[src/rtl/rca_seq.sv]
// Sequential ripple-carry adder/subtractor: one CHUNK-bit slice per clock,
// carry held in a register between slices, signed overflow at the MSB.
module rca_seq #(
  parameter int BITS  = 32,
  parameter int CHUNK = 8
) (
  input  logic            _clk,
  input  logic            _rst,
  input  logic            _start,
  input  logic            _sub,
  input  logic [BITS-1:0] _a_in,
  input  logic [BITS-1:0] _b_in,
  input  logic            _c_in,
  output logic            _busy,
  output logic            _done,
  output logic [BITS-1:0] _s_out,
  output logic            _c_out,
  output logic            _ovf_out
);

  localparam int N     = BITS / CHUNK;
  localparam int IDX_W = (N > 1) ? $clog2(N) : 1;
  localparam logic [IDX_W-1:0] LAST = IDX_W'(N - 1);

  typedef enum logic [1:0] {IDLE, RUN, DONE} state_t;

  state_t            state;
  logic [BITS-1:0]   a_r;
  logic [BITS-1:0]   b_r;
  logic [BITS-1:0]   work_r;
  logic [BITS-1:0]   work_nxt;
  logic              cy_r;
  logic [IDX_W-1:0]  idx;
  logic [CHUNK-1:0]  a_sl;
  logic [CHUNK-1:0]  b_sl;
  logic [CHUNK-1:0]  sum_sl;
  logic              c_msb_in;
  logic              c_sl_out;
  logic              accept;
  int                base;

  // Returns {carry into top bit, carry out of top bit, sum}.
  function automatic logic [CHUNK+1:0] slice_add(input logic [CHUNK-1:0] a,
                                                 input logic [CHUNK-1:0] b,
                                                 input logic             cin);
    logic [CHUNK:0]   c;
    logic [CHUNK-1:0] s;
    c[0] = cin;
    for (int i = 0; i < CHUNK; i++) begin
      s[i]   = a[i] ^ b[i] ^ c[i];
      c[i+1] = (a[i] & b[i]) | (c[i] & (a[i] ^ b[i]));
    end
    return {c[CHUNK-1], c[CHUNK], s};
  endfunction

  always_comb begin
    base = int'(idx) * CHUNK;
    a_sl = a_r[base +: CHUNK];
    b_sl = b_r[base +: CHUNK];
    {c_msb_in, c_sl_out, sum_sl} = slice_add(a_sl, b_sl, cy_r);
    work_nxt = work_r;
    work_nxt[base +: CHUNK] = sum_sl;
  end

  // The DONE cycle may accept a new request, giving one result per N+1 cycles.
  assign accept = _start && (state != RUN);

  always_ff @(posedge _clk) begin
    if (_rst) begin
      state    <= IDLE;
      _busy    <= 1'b0;
      _done    <= 1'b0;
      _s_out   <= '0;
      _c_out   <= 1'b0;
      _ovf_out <= 1'b0;
      idx      <= '0;
      a_r      <= '0;
      b_r      <= '0;
      work_r   <= '0;
      cy_r     <= 1'b0;
    end else if (accept) begin
      a_r   <= _a_in;
      b_r   <= _sub ? ~_b_in : _b_in;
      cy_r  <= _sub ^ _c_in;
      idx   <= '0;
      _busy <= 1'b1;
      _done <= 1'b0;
      state <= RUN;
    end else begin
      case (state)
        RUN: begin
          cy_r   <= c_sl_out;
          work_r <= work_nxt;
          idx    <= idx + 1'b1;
          if (idx == LAST) begin
            // Results are published only here so _s_out never shows partial slices.
            _s_out   <= work_nxt;
            _c_out   <= c_sl_out;
            _ovf_out <= c_msb_in ^ c_sl_out;
            _busy    <= 1'b0;
            _done    <= 1'b1;
            state    <= DONE;
          end
        end
        DONE: begin
          _done <= 1'b0;
          state <= IDLE;
        end
        default: state <= IDLE;
      endcase
    end
  end

endmodule
[config.mk]
export PLATFORM = sky130hd
export DESIGN_NAME = rca_seq
export DESIGN_NICKNAME = d
export VERILOG_FILES = /design/src/rtl/rca_seq.sv
export SDC_FILE = /design/constraint.sdc
export NUM_CORES = 1
export LEC_CHECK = 0
export BUFFER_PORTS_ARGS = -buffer_cell sky130_fd_sc_hd__clkbuf_2
export CAP_MARGIN = 20
export CORE_ASPECT_RATIO = 0.6
export CORE_MARGIN = 2
export CORE_UTILIZATION = 39
export CTS_CLUSTER_DIAMETER = 60
export DETAILED_ROUTE_END_ITERATION = 7
export PLACE_DENSITY = 0.69
export SETUP_SLACK_MARGIN = 0.05
export SYNTH_ARGS = -nofsm -noshare
export SYNTH_HDL_FRONTEND = slang
export SYNTH_SLANG_ARGS = --single-unit
[constraint.sdc]
create_clock -name _clk -period 5.4 [get_ports _clk]
set_clock_uncertainty 0.2 [all_clocks]
set_input_delay 0.27 -clock _clk [delete_from_list [all_inputs] [get_ports _clk]]
set_output_delay 0.27 -clock _clk [all_outputs]
set_load 0.03 [all_outputs]
==> run metrics, run 1 <==
status=complete, no violations; asr flop ratio synth=0%; Synth area leader=dfxtp_1; post-synthesis mux area share=under 10%; Num CTS Buffers=17; Yosys reg bits=between 100 and 150; total routed wirelength=roughly 18,000 µm; Post-Route M1 WL=approximately 8500 µm; Hold Path Class=in -> reg; vias per cell=about 5.5; Synth Area in Compound Gates=roughly 23%; initial antenna violation count=1; Yosys top cell area share=43.29%; worst-path fanout max=8; CP arrival=4.88 ns; Avg Inst Size Synth=9.181 µm²; CP cell instances=buf_4 > mux4_2 > inv_1 > fa_1 > fa_1 > fa_1 > fa_1 > fa_1 > inv_1 > fa_1 > inv_1 > fa_1 > inv_1 > fa_1 > nor2b_1 > a32oi_1 > nor2_1; Post-synth top cells=dfxtp_1, a21oi_1, nand3_1, clkbuf_1, xnor2_1; Die W=between 150 and 200 µm; Final Max Tran Viols=0; Multi-input gate area=3202 µm²; R2R setup slack=around 0.61 ns; Synth Area in Simple Gates=between 10% and 20%; Setup TNS=0 ns; f_max=between 200 and 250 MHz; core footprint=16,080 µm²; WS Path Type=reg -> reg; RSZ-0062 raised after global routing=no; post-synthesis sequential area ratio=~43%; clock tree sinks=approximately 140; Clock Path Buffers=2; minimum clock period=roughly 4.8 ns; hold path depth=3; critical path's slowest cell=fa_1; worst-case reg-to-reg path depth=17; most frequent cell after synthesis=dfxtp_1; Tcrit/Tclk final=about 89%; min-delay src=_b_in[16]; post-synthesis xor/xnor area fraction=between 4 and 5%; DR top layer=met5; final setup fails=0; P per Cell Area=~310 nW/µm²; area grow syn2layout=27.38%; worst r2r src=idx[1]; reg-to-reg endpoint=work_r[23]; fill count=around 1,500; Post-Synth Adder-Cell Area=under 10%; Die ar.=approximately 17,000 µm²; # H-tree levels=4; Pleak=around 3.0 nW; antenna fix cells=0; synthesized cell area=about 6300 µm²; Final Core Density=roughly half; Iteration-0 DRC Markers=approximately 490; first-pass GRT wire length=28,530 µm; slew at the pin with the worst max-slew slack=roughly 1.1 ns; Final ANT Viol Nets=0; Initial Utilization=between 30% and 40%; Yosys Warn Count=0; sequential cell area=2743 µm²; CP Capture Type=flop; routed length on met3=between 1500 and 2000 µm; Synth Instances=a little under 700; Max-Slew Margin vs Limit=27.86%; Yosys cell types=around 40; nets=897; DRC violations left=0; largest stage delay on the critical path=about 0.44 ns; Post-synth EDFFs=0; Synth Net Count=approximately 770; IO buf count=104; root buf cell=clkbuf_16; top_reg_cell synth=dfxtp_1; I/O pin cnt=105; most frequent CP cell=fa_1; Resize count post-CTS=0; Max Cap Violations=0; end of the worst hold path=b_r[16]; vias=5,650; met2 wire len=between 7000 and 8000 µm; pin count of the biggest net entering global routing=between 80 and 90; Die Y=102.7 µm; VDD IR max=~0.23 mV; Clock Latency Late Sink=roughly 0.42 ns; share of cells above drive strength 1=between 20 and 25%; Startpoint Class=flop; first drt pass iteration count=5; drt wl/cell=around 17 µm; RD Place Congestion=around 0.79; CTS clk-pin slew, worst paths=0.06 ns; dominant combinational cell family by area after synthesis=compound AO/OA/AOI/OAI gates; global route overflow=0; Total GRT Usage=21.11%; Crit path required time=5.49 ns; vias in the first global route=5,356; Synth area leaders=dfxtp_1, a21oi_1, mux4_2; Fin. Hold Viols=0; DP Wirelength=between 10,000 and 15,000 µm; Hold WS=approximately 0.021 ns; TritonCTS clock tree=built; row count=36
[metrics by stage]
stage	worst slack (ns)	instances	area, µm²	power (mW)
after global routing	0.3773	1036	8069	2.633
after detailed placement	0.6467	942	6892	1.418
after CTS	0.6335	1036	8069	2.542
after floorplan	0.3864	690	6335	1.322
final	0.6147	1036	8069	2.534
after global placement	0.7241	942	6892	1.414
[cell families after synthesis]
kind of cell,after synthesis
buffers and inverters,96
DFF,137
muxes,17
xor gates and xnor gates,34
adders and majority gates,14
and+or+nand+nor,157
AOI/OAI and AO/OA,235
[critical path, delay by kind of cell (launching register included)]
kind            cells  cell delay [ns]
mux                 1             0.20
compound gates      1             0.23
buf+inv             5             0.46
fa+ha+maj           8             2.91
simple gates        2             0.28
flops               1             0.37
[cell usage in the layout, fill, tap and decap left out, types with 4 or more instances in the layout]
master / n
mux4_2: 16
inv_1: 25
o21ai_0: 33
nor2_1: 17
dfxtp_1: 137
a22o_1: 6
nor2b_1: 28
nand3_1: 51
fa_1: 8
nand3b_1: 4
xnor2_1: 34
a211oi_1: 32
clkbuf_2: 103
nand2b_1: 4
clkinvlp_4: 4
inv_6: 6
dlygate4sd3_1: 62
a21oi_1: 103
ha_1: 6
buf_4: 9
nand2_1: 30
o22ai_1: 6
a32oi_1: 8
or3_1: 4
a31oi_1: 18
o2bb2ai_1: 26
clkbuf_16: 17
[flip-flops by register name (all words and copies together) (netlist names), 2 cells and up]
signal	count
a_r	32
state	2
b_r	32
idx	2
_s_out	32
work_r	32
[report_power, final]
| group | leakage, nW | total [mW] | switching [mW] | internal, mW |
|---|---|---|---|---|
| clock | 0.262 | 1.10 | 0.492 | 0.603 |
| sequential | 1.12 | 1.08 | 0.0286 | 1.05 |
| combinational | 1.64 | 0.356 | 0.201 | 0.155 |
| total | 3.02 | 2.53 | 0.722 | 1.81 |
[cell type report]
cell class	instances	share of cell area [%]
Multi-Input combinational cell	457	39.68
Clock inverter	15	1.628
Sequential cell	137	33.99
Clock buffer	17	5.272
Tap cell	209	3.241
Timing Repair Buffer	175	14.98
Inverter	26	1.209
[worst max path at each step]
stage | from | end | slack [ns] | depth (start not counted)
3_3_place_gp | idx[1] | _s_out[15] | 0.72 | 17
4_1_cts | idx[1] | work_r[23] | 0.63 | 17
2_1_floorplan | idx[1] | work_r[23] | 0.39 | 18
3_5_place_dp | idx[1] | work_r[23] | 0.65 | 17
5_1_grt | idx[1] | work_r[23] | 0.38 | 17
6_report | idx[1] | work_r[23] | 0.61 | 17
[timing repair]
action                                 4_1_cts  5_1_grt
hold buffers                                62        0
endpoints found under the hold margin       62        0
buffers inserted                             0        0
[routing by layer]
| metal | global-route usage (%) | vias to the layer above |
|---|---|---|
| met5 | 0 | - |
| met4 | 6.830 | 2 |
| met3 | 4.837 | 30 |
| met1 | 30.69 | 2665 |
| li1 | - | 2729 |
| met2 | 31.15 | 224 |
No activity file was read; power rests on OpenSTA's default activity.
==> inputs of run 2 (changes only) <==
--- a/config.mk
+++ b/config.mk
@@ -10,6 +10,7 @@
 export CORE_ASPECT_RATIO = 0.6
 export CORE_MARGIN = 2
 export CORE_UTILIZATION = 39
+export CTS_BUF_LIST = sky130_fd_sc_hd__clkbuf_8
 export CTS_CLUSTER_DIAMETER = 60
 export DETAILED_ROUTE_END_ITERATION = 7
 export PLACE_DENSITY = 0.69
@@ -17,3 +18,4 @@
 export SYNTH_ARGS = -nofsm -noshare
 export SYNTH_HDL_FRONTEND = slang
 export SYNTH_SLANG_ARGS = --single-unit
+export TNS_END_PERCENT = 1
==> run metrics, run 2 (same netlist as run 1, synthesis figures left out) <==
status=complete, no violations; I/O pin cnt=105; Fin. Hold Viols=0; slew at the pin with the worst max-slew slack=between 1 and 1.5 ns; antenna fix cells=0; core footprint=16,080 µm²; # H-tree levels=4; worst r2r src=idx[1]; beginning of the critical path=idx[1]; Multi-input gate area=about 3200 µm²; Iteration-0 DRC Markers=about 530; Die W=168.5 µm; commonest non-fill, non-tap cell in the layout=dfxtp_1; Num CTS Buffers=17; global route overflow=0; minimum clock period=approximately 4.8 ns; TritonCTS clock tree=built; fin cells=between 1,000 and 1,500; R2R setup slack=roughly 0.6 ns; CTS clk-pin slew, worst paths=about 0.08 ns; Hold WS=around 0.038 ns; first-pass GRT wire length=28,550 µm; CP arrival=just under 5 ns; Final ANT Viol Nets=0; P per Cell Area=~280 nW/µm²; DRC violations left=0; VDD IR max=0.1495 mV; Tcrit/Tclk final=approximately nine tenths; area grow syn2layout=24.67%; nets=between 800 and 900; WS Path Type=reg -> reg; CP endpoint=work_r[23]; Total Power=around 2.2 mW; pin count of the biggest net entering global routing=around 90; RD Place Congestion=about 0.79; first drt pass iteration count=5; Total GRT Usage=21.29%; Clock Path Buffers=2; Max-Slew Margin vs Limit=between 20 and 30%; Setup TNS=0 ns; reg-to-reg endpoint=work_r[23]; root buf cell=clkbuf_8; fill count=roughly 1,500; Max Cap Violations=0; Hold Path Class=in -> reg; Startpoint Class=flop; drt wl/cell=17.29 µm; Final Max Tran Viols=0; sequential cell area=approximately 2700 µm²; final setup fails=0; most frequent cells in the layout=dfxtp_1, a21oi_1, clkbuf_2; Initial Utilization=39.39%; RSZ-0062 raised after global routing=no; Resize count post-CTS=0; row count=36; vias per cell=roughly 5.5; Clock Latency Late Sink=0.44 ns; Pleak=between 2 and 3 nW; DP Wirelength=11,540 µm; initial antenna violation count=0; Die ar.=approximately 17,000 µm²; clock tree sinks=roughly 140; worst-path fanout max=8; vias in the first global route=around 5,300; f_max=around 210 MHz; post-layout instance area=7898 µm²; worst-case reg-to-reg path depth=17; share of cells above drive strength 1=around a fifth; CP Capture Type=flop; vias=roughly 5,700; placed cell areas=between 6000 and 7000 µm²; Crit path required time=roughly 5.5 ns; total routed wirelength=around 18,000 µm; placed cells=about 940; Die Y=about 100 µm; IO buf count=about 100
## run 2: cell types whose count changed in the layout (fill, tap and decap cells not counted), sizes merged
cell,change
dlygate4sd3,+2
## run 2: worst min-delay path by stage
stage,slack (ns),start,cells after the start,end
2_1_floorplan,0.22,_a_in[0],2,a_r[0]
5_1_grt,0.05,_rst,2,work_r[21]
4_1_cts,0.02,_rst,2,work_r[21]
3_5_place_dp,0.24,work_r[30],2,work_r[30]
6_report,0.04,_rst,2,work_r[17]
3_3_place_gp,0.24,work_r[7],2,work_r[7]
## run 2: through the flow
| stage | util (%) | setup slack (ns) |
|---|---|---|
| finish | 49.11 | 0.5899 |
| global route | 49.11 | 0.3668 |
| CTS | 49.11 | 0.6283 |
| detailed placement | 42.86 | 0.6467 |
| global placement | 42.86 | 0.7241 |
| floorplan | - | 0.3864 |
## run 2: final cells by class
cell class,instances,share of cell area [%]
Timing Repair Buffer,177,15.56
Tap cell,209,3.311
Clock buffer,17,2.963
Clock inverter,15,1.663
Multi-Input combinational cell,457,40.54
Sequential cell,137,34.73
Inverter,26,1.236
## run 2: layer usage
| layer | track usage (%) | wire length, µm | up-vias |
|---|---|---|---|
| met5 | 0 | 0 | - |
| met3 | 4.530 | 1584 | 29 |
| met2 | 30.83 | 7439 | 250 |
| met1 | 31.35 | 8614 | 2671 |
| met4 | 7.560 | 309 | 0 |
| li1 | - | - | 2729 |
## run 2: repair_timing
action                                 in CTS  in global routing
buffers inserted                            0                  0
hold buffers                               64                  0
endpoints found under the hold margin      64                  0
## run 2: report_power, final
part	total (mW)	switching, mW	internal (mW)
sequential	1.08	0.0285	1.05
clock	0.790	0.456	0.333
combinational	0.358	0.202	0.156
total	2.23	0.687	1.54
## run 2: worst max-delay path, cell delays in order, from the launching register on
cell and delay (ns):
dfxtp_1 0.38, buf_4 0.21, mux4_2 0.20, inv_1 0.05, fa_1 0.37, fa_1 0.39
fa_1 0.40, fa_1 0.40, fa_1 0.37, inv_1 0.07, fa_1 0.15, inv_1 0.05
fa_1 0.39, inv_1 0.09, fa_1 0.44, nor2b_1 0.23, a32oi_1 0.24, nor2_1 0.06
==> inputs of run 3 (changes only) <==
--- a/config.mk
+++ b/config.mk
@@ -13,7 +13,9 @@
 export CTS_BUF_LIST = sky130_fd_sc_hd__clkbuf_8
 export CTS_CLUSTER_DIAMETER = 60
 export DETAILED_ROUTE_END_ITERATION = 7
+export HOLD_SLACK_MARGIN = 0.12
 export PLACE_DENSITY = 0.69
+export RECOVER_POWER = 50
 export SETUP_SLACK_MARGIN = 0.05
 export SYNTH_ARGS = -nofsm -noshare
 export SYNTH_HDL_FRONTEND = slang
==> run metrics, run 3 (same netlist as run 1, synthesis figures left out) <==
beginning of the critical path=idx[1]; clock tree sinks=roughly 140; Die W=~170 µm; share of cells above drive strength 1=15.85%; RSZ-0062 raised after global routing=no; Tcrit/Tclk final=roughly nine tenths; failing checks=max-capacitance violations, max-slew violations; first-pass GRT wire length=between 20,000 and 30,000 µm; Max Cap Violations=2; status=finished, violations left; Total Power=between 2 and 2.5 mW; minimum clock period=4.835 ns; Clock Latency Late Sink=roughly 0.44 ns; # H-tree levels=4; CP bufs+invs=5; fill count=approximately 1,500; largest stage delay on the critical path=0.44 ns; commonest non-fill, non-tap cell in the layout=dfxtp_1; f_max=206.8 MHz; Final Core Density=49.06%; Final ANT Viol Nets=0; root buf cell=clkbuf_8; slew at the pin with the worst max-slew slack=between 2 and 3 ns; TritonCTS clock tree=built; first drt pass iteration count=6; fin cells=approximately 1,000; Pleak=2.837 nW; final worst slack=around 0.56 ns; Initial Utilization=39.39%; Die Y=102.7 µm; sequential cell area=around 2700 µm²; worst r2r src=idx[1]; drt wl/cell=roughly 17 µm; worst-path fanout max=8; initial antenna violation count=0; Multi-input gate area=3202 µm²; reg-to-reg endpoint=_s_out[31]; Fin. Hold Viols=0; CP cell instances=buf_4 > mux4_2 > inv_1 > fa_1 > fa_1 > fa_1 > fa_1 > fa_1 > inv_1 > fa_1 > inv_1 > fa_1 > inv_1 > fa_1 > nor2b_1 > a31oi_1 > o2bb2ai_1; I/O pin cnt=105; delay-heaviest family, CP=adder cells; antenna fix cells=0; Max-Slew Margin vs Limit=-91.35%; R2R setup slack=0.56 ns; CP endpoint=_s_out[31]; hold path depth=2; post-layout instance area=7889 µm²; global route overflow=0; placed cell areas=~6900 µm²; row count=36; Setup TNS=0 ns; worst-case reg-to-reg path depth=17; Total GRT Usage=21.40%; WS Path Type=reg -> reg; CTS clk-pin slew, worst paths=0.09 ns; Die ar.=17,310 µm²; Crit path required time=roughly 5.5 ns; VDD IR max=0.1495 mV; CP Capture Type=flop; vias per cell=around 5.4; Clock Path Buffers=2; pin count of the biggest net entering global routing=88; worst slack at placement=~0.65 ns; Hold WS=0.2516 ns; placed cells=around 940; min-delay src=work_r[1]; cell depth of the worst setup path=17; Hold Path Class=reg -> reg; DP Wirelength=roughly 12,000 µm; RD Place Congestion=approximately 0.8; Final Max Tran Viols=96; total routed wirelength=around 18,000 µm; IO buf count=104; P per Cell Area=roughly 280 nW/µm²; most frequent cells in the layout=dfxtp_1, a21oi_1, dlygate4sd3_1; Post-CTS Setup Bufs=0; vias in the first global route=5,324; final setup fails=0; Startpoint Class=flop; most frequent CP cell=fa_1; nets=around 900; CP arrival=about 4.9 ns; vias=5,672; DRC violations left=0; Iteration-0 DRC Markers=507; Num CTS Buffers=17; area grow syn2layout=24.53%; core footprint=between 15,000 and 20,000 µm²; critical path's slowest cell=fa_1
## run 3: worst min path at each step
| stage | to | slack, ns |
|---|---|---|
| floorplan | a_r[0] | 0.22 |
| global placement | work_r[7] | 0.24 |
| detailed placement | work_r[30] | 0.24 |
| CTS | work_r[2] | 0.25 |
| global route | work_r[4] | 0.27 |
| finish | work_r[1] | 0.25 |
## run 3: tightest hold or removal path, stage by stage (launching register included)
cell and delay, ns:
dfxtp_1 0.31, nand2_1 0.05, a21oi_1 0.05
## run 3: power by group
| group | internal [mW] | switching, mW | total, mW |
|---|---|---|---|
| Sequential | 1.05 | 0.0286 | 1.08 |
| Combinational | 0.159 | 0.202 | 0.361 |
| Clock | 0.333 | 0.456 | 0.790 |
| Total | 1.54 | 0.687 | 2.23 |
## run 3: what timing repair did
action | 4_1_cts | 5_1_grt
resized for setup | 0 | 0
hold buffers | 68 | 0
endpoints found under the hold margin | 79 | 0
endpoints found under the setup margin | 0 | 0
## run 3: layout make-up
cell class              count  share of cell area, %
clock inverters            15                  1.665
flip-flops and latches    137                  34.77
repair buffers            181                  15.46
inverters                  26                  1.237
well taps                 209                  3.315
multi-input cells         457                  40.59
clock buffers              17                  2.966
## run 3: routing by layer
layer	part of all wire (%)	vias up	track usage, %
li1	-	2733	-
met4	1.9	0	7.560
met5	0	-	0
met3	9.0	36	4.453
met2	42	237	31.12
met1	47	2666	31.49
